`src/rtl/lfsr_stream_decrypt.sv`:
```
// LFSR keystream decryptor: regenerates the encryptor's 8-bit keystream from a
// shared seed and XORs it onto framed ciphertext bytes to recover plaintext.
//
// Ports:
//   clk, rst_n            clock, asynchronous active-low reset
//   seed, load_seed       keystream seed and single-cycle frame-start pulse
//   in_data/valid/ready   ciphertext stream (valid/ready handshake)
//   out_data/valid/ready  plaintext stream (valid/ready handshake)
//   out_last              marks the final plaintext byte of a frame
//   busy                  high while a frame is running or draining
//   byte_count            ciphertext bytes accepted in the current frame
module lfsr_stream_decrypt #(
    parameter int FRAME_LEN = 16
) (
    input  logic       clk,
    input  logic       rst_n,
    input  logic [7:0] seed,
    input  logic       load_seed,
    input  logic [7:0] in_data,
    input  logic       in_valid,
    output logic       in_ready,
    output logic [7:0] out_data,
    output logic       out_valid,
    input  logic       out_ready,
    output logic       out_last,
    output logic       busy,
    output logic [7:0] byte_count
);

    typedef enum logic [1:0] {
        IDLE  = 2'd0,
        RUN   = 2'd1,
        DRAIN = 2'd2
    } state_t;

    localparam logic [7:0] FRAME_LEN_B = 8'(FRAME_LEN);

    state_t     state_q, state_d;
    logic [7:0] lfsr_q, lfsr_d;
    logic [7:0] out_data_q, out_data_d;
    logic       out_valid_q, out_valid_d;
    logic       out_last_q, out_last_d;
    logic [7:0] cnt_q, cnt_d;

    logic [7:0] seed_fix;
    logic [7:0] lfsr_step;
    logic       accept;
    logic       drain;

    // A zero seed would lock the LFSR at zero, so it is remapped to 1.
    assign seed_fix  = (seed == 8'h00) ? 8'h01 : seed;
    assign lfsr_step = {lfsr_q[6:0],
                        lfsr_q[7] ^ lfsr_q[5] ^ lfsr_q[4] ^ lfsr_q[3]};

    always_comb begin
        state_d     = state_q;
        lfsr_d      = lfsr_q;
        out_data_d  = out_data_q;
        out_valid_d = out_valid_q;
        out_last_d  = out_last_q;
        cnt_d       = cnt_q;
        in_ready    = 1'b0;
        accept      = 1'b0;
        drain       = out_valid_q && out_ready;

        unique case (state_q)
            IDLE: begin
                if (load_seed) begin
                    lfsr_d  = seed_fix;
                    cnt_d   = 8'd0;
                    state_d = RUN;
                end
            end

            RUN: begin
                if (load_seed) begin
                    // Rekey wins over input; any pending byte stays put.
                    lfsr_d     = seed_fix;
                    cnt_d      = 8'd0;
                    out_last_d = 1'b0;
                    if (drain) begin
                        out_valid_d = 1'b0;
                    end
                end else begin
                    in_ready = !out_valid_q || out_ready;
                    accept   = in_valid && in_ready;
                    if (accept) begin
                        out_data_d  = in_data ^ lfsr_q;
                        out_valid_d = 1'b1;
                        lfsr_d      = lfsr_step;
                        cnt_d       = cnt_q + 8'd1;
                        if (cnt_q + 8'd1 == FRAME_LEN_B) begin
                            out_last_d = 1'b1;
                            state_d    = DRAIN;
                        end
                    end else if (drain) begin
                        out_valid_d = 1'b0;
                    end
                end
            end

            DRAIN: begin
                if (drain) begin
                    out_valid_d = 1'b0;
                    out_last_d  = 1'b0;
                    state_d     = IDLE;
                end
            end

            default: begin
                state_d = IDLE;
            end
        endcase
    end

    always_ff @(posedge clk or negedge rst_n) begin
        if (!rst_n) begin
            state_q     <= IDLE;
            lfsr_q      <= 8'h01;
            out_data_q  <= 8'h00;
            out_valid_q <= 1'b0;
            out_last_q  <= 1'b0;
            cnt_q       <= 8'd0;
        end else begin
            state_q     <= state_d;
            lfsr_q      <= lfsr_d;
            out_data_q  <= out_data_d;
            out_valid_q <= out_valid_d;
            out_last_q  <= out_last_d;
            cnt_q       <= cnt_d;
        end
    end

    assign out_data   = out_data_q;
    assign out_valid  = out_valid_q;
    assign out_last   = out_last_q;
    assign byte_count = cnt_q;
    assign busy       = (state_q != IDLE);

endmodule

```
`config.mk`:
```
export PLATFORM = sky130hd
export DESIGN_NAME = lfsr_stream_decrypt
export DESIGN_NICKNAME = d
export VERILOG_FILES = /design/src/rtl/lfsr_stream_decrypt.sv
export SDC_FILE = /design/constraint.sdc
export NUM_CORES = 1
export LEC_CHECK = 0
export CORE_MARGIN = 2
export CORE_UTILIZATION = 45
export CTS_CLUSTER_SIZE = 30
export DETAILED_ROUTE_END_ITERATION = 7
export PLACE_DENSITY = 0.78
export SYNTH_ARGS = -nofsm -noshare
export SYNTH_HDL_FRONTEND = slang
export SYNTH_SLANG_ARGS = --single-unit
```
`constraint.sdc`:
```
create_clock -name clk -period 3 [get_ports clk]
set_input_delay 0.9 -clock clk [delete_from_list [all_inputs] [get_ports clk]]
set_output_delay 0.9 -clock clk [all_outputs]
set_load 0.02 [all_outputs]
```
==> impl_metrics.toml <==
[status]
status = "complete, no violations"

[clock_tree]
clk_pin_slew_worst_paths_ps = 150
cts.sinks = 28
root_buffer = "clkbuf_4"
cts_hold_buf = 0
cts_setup_buffers = 0
clk_path_buf_depth = 2
clkLatencyLatePin_ps = 330
cts_resized = 1
cts_max_level = 1
cts_tree = "done"
cts_buffers = 3

[placed_design]
dp.cells = 262
gp_congestion = 0.771
hpwl_mm = 2.52
portBuffers = 40

[critical_path]
critPathCaptureType = "output pin"
worstSetupStartpoint = "out_ready"
start_kind = "input pin"
slowest_stage = "clkdlybuf4s50_1"
path_cells = "clkdlybuf4s50_1 > nand2b_1 > and2_1 > dlygate4sd2_1"
cp_max_fo = 2
critPathTopFamily = "buffers and inverters"
critPathBufInv = 2
reg2reg_from = "state_q[1]"
crit_end = "in_ready"
r2r-end = "byte_count[6]"
arrival_ps = 1930
critical_path_class = "input pin to output pin"
r2r_slack_ps = 940
path_depth = 4
max_stage_delay_ps = 410
reg2regPathDepth = 8
crit_required_ps = 2100

[route]
first_pass_iters = 4
antenna_left = 0
wl_mm = 3.30
via_count = 1374
drt_iter0_markers = 73
vias_per_cell = 5.17
drc = 0
wire_per_inst_um = 12.4

[synthesis]
synth_top_family_by_area = "compound AO/OA/AOI/OAI gates"
netlist_area_sq_um = 1590
synth_xor_area_share_pct = 6.06
synth_edf_count = 0
async_flop_share_pct = 100
ys_seq_area_share_pct = 44.1
ys_ff_latch = 28
syn_inst = 174
synth.distinct_cells = 43
synthesis.nets = 200
synth.top_cell.area_share_pct = 42.5
synthAdderAreaFrac_pct = 3.93
ys_warn_count = 0
yosys-top-cells-area = "dfrtp_1 42%, o21ai_0 8.8%, nand2_1 7.1%, xnor2_1 5.5%, mux2i_1 4.4%"
synth_mux_area_share_pct = 4.41
synth_simple_gate_area_share_pct = 18.2
synth_top_flop_cell = "dfrtp_1"
syn_avg_cell_area_sq_um = 9.14
yosysTopAreaCell = "dfrtp_1"
synth_compound_area_share_pct = 20.1

[global_route]
grt_pass1_wl_mm = 6.02
grt_usage_pct = 18.6
grt_antenna_before_repair = 0
grt_max_degree = 29
globalRoute.totalOverflow = 0
grt_pass1_vias = 1328

[floorplanning]
die_w_um = 63.4
dieArea_sq_um = 4030
fp.dieH_um = 63.4
rows = 21
coreArea_sq_um = 3360
initial_core_util_pct = 47.3
io_pins = 41

[timing]
slew_violations = 0
fin_crit_ps = 2830
whs_ps = 494
setup_viol = 0
rsz0062_at_grt = "no"
slew_headroom_pct = 61.3
worst-slew-pin-transition_ps = 576
period_share_pct = 94.2
timing.fmax_mhz = 354
clock_skew_ps = 6.65
hold_viol = 0

[finish]
final_nets = 247
area_delta_synth_final_pct = 33.4
drive_gt1_share_pct = 7.27
fin_cells = 266
diodes = 0

[power]
ir_worst_vdd_mv = 0.434
leakagePower_nw = 0.895
power_mw = 1.56
p_per_area_nw_per_um2 = 735

[min_path]
min_path_type = "flip-flop to flip-flop"

[job]
drv_cap = 0
[cell families after synthesis]
family | after synthesis
muxes | 7
DFF | 28
AOI/OAI and AO/OA | 51
adders and majority gates | 5
and+or+nand+nor | 62
buffers and inverters | 10
xor gates and xnor gates | 11
[how the worst min path moves through the flow]
stage                      startpoint          end  slack [ps]  cells after the start
after floorplan             lfsr_q[0]    lfsr_q[0]         470                      2
after global placement    out_data[0]  out_data[0]         460                      2
after detailed placement  out_data[5]  out_data[5]         470                      2
after CTS                 out_data[5]  out_data[5]         500                      2
after global routing      out_data[1]  out_data[1]         530                      2
final                     out_data[5]  out_data[5]         490                      2
[routing by layer]
layer | vias up | global-route usage [%] | wire [um]
li1 | 712 | - | -
met1 | 631 | 26.4 | 1650
met2 | 27 | 29.6 | 1490
met3 | 4 | 2.86 | 125
met4 | 0 | 4.89 | 33
met5 | - | 0 | 0
[worst min-delay path: cells and delay by family (launching register included)]
| family | cells | cell delay (ps) |
|---|---|---|
| AO/OA/AOI/OAI | 1 | 60 |
| AND/OR/NAND/NOR | 1 | 50 |
| flip-flops | 1 | 370 |
[synthesized netlist by cell type, types with 2 or more instances]
cell type and instances:
and2_1 2, and3_1 2, nor4_1 3, xnor2_1 10, mux2i_1 7, o21ai_0 28
ha_1 5, o31ai_1 2, dfrtp_1 27, clkbuf_1 2, a21oi_1 5, nand3_1 5
nor3_1 4, nor2_1 8, inv_1 5, nand2_1 30, nand2b_1 3
[sequential cells by signal (all words and copies together), names as in the netlist]
signal,count
byte_count,8
out_data,8
lfsr_q,8
out_last,1
out_valid,1
state_q,2
[cell type report]
cell class / instances / area [sq um]
fillers: 317 / 1240
multi-input cells: 136 / 838
flip-flops and latches: 28 / 702
repair buffers: 47 / 452
well taps: 46 / 57.6
clock inverters: 1 / 30.0
clock buffers: 3 / 22.5
inverters: 5 / 18.8
[where the power goes]
part | switching (mW) | internal [mW] | total [mW] | leakage, nW
Clock | 0.113 | 0.135 | 0.248 | 0.0279
Combinational | 0.359 | 0.345 | 0.704 | 0.506
Sequential | 0.105 | 0.501 | 0.607 | 0.361
Total | 0.577 | 0.981 | 1.56 | 0.895
[cell usage in the layout (no fill, tap or decap), drive strengths merged, types with 3 or more instances in the layout]
cell type	count
clkdlybuf4s50	39
nand2	30
o21ai	29
dfrtp	27
xnor2	10
nor2	8
mux2i	7
buf	7
inv	5
nand3	5
a21oi	5
ha	5
nor3	4
nand2b	3
nor4	3
clkbuf	3
and3	3
[stage by stage]
stage / TNS (ps) / instance area, sq um / setup WS, ps / utilization [%]
global route: 0 / 2120 / 90.1 / 63.1
detailed placement: -97.2 / 2070 / -97.2 / 61.5
finish: 0 / 2120 / 173 / 63.1
floorplan: 0 / 1590 / 638 / -
CTS: 0 / 2120 / 167 / 63.1
global placement: -93.1 / 2070 / -93.1 / 61.5
No activity file was read; power rests on OpenSTA's default activity.
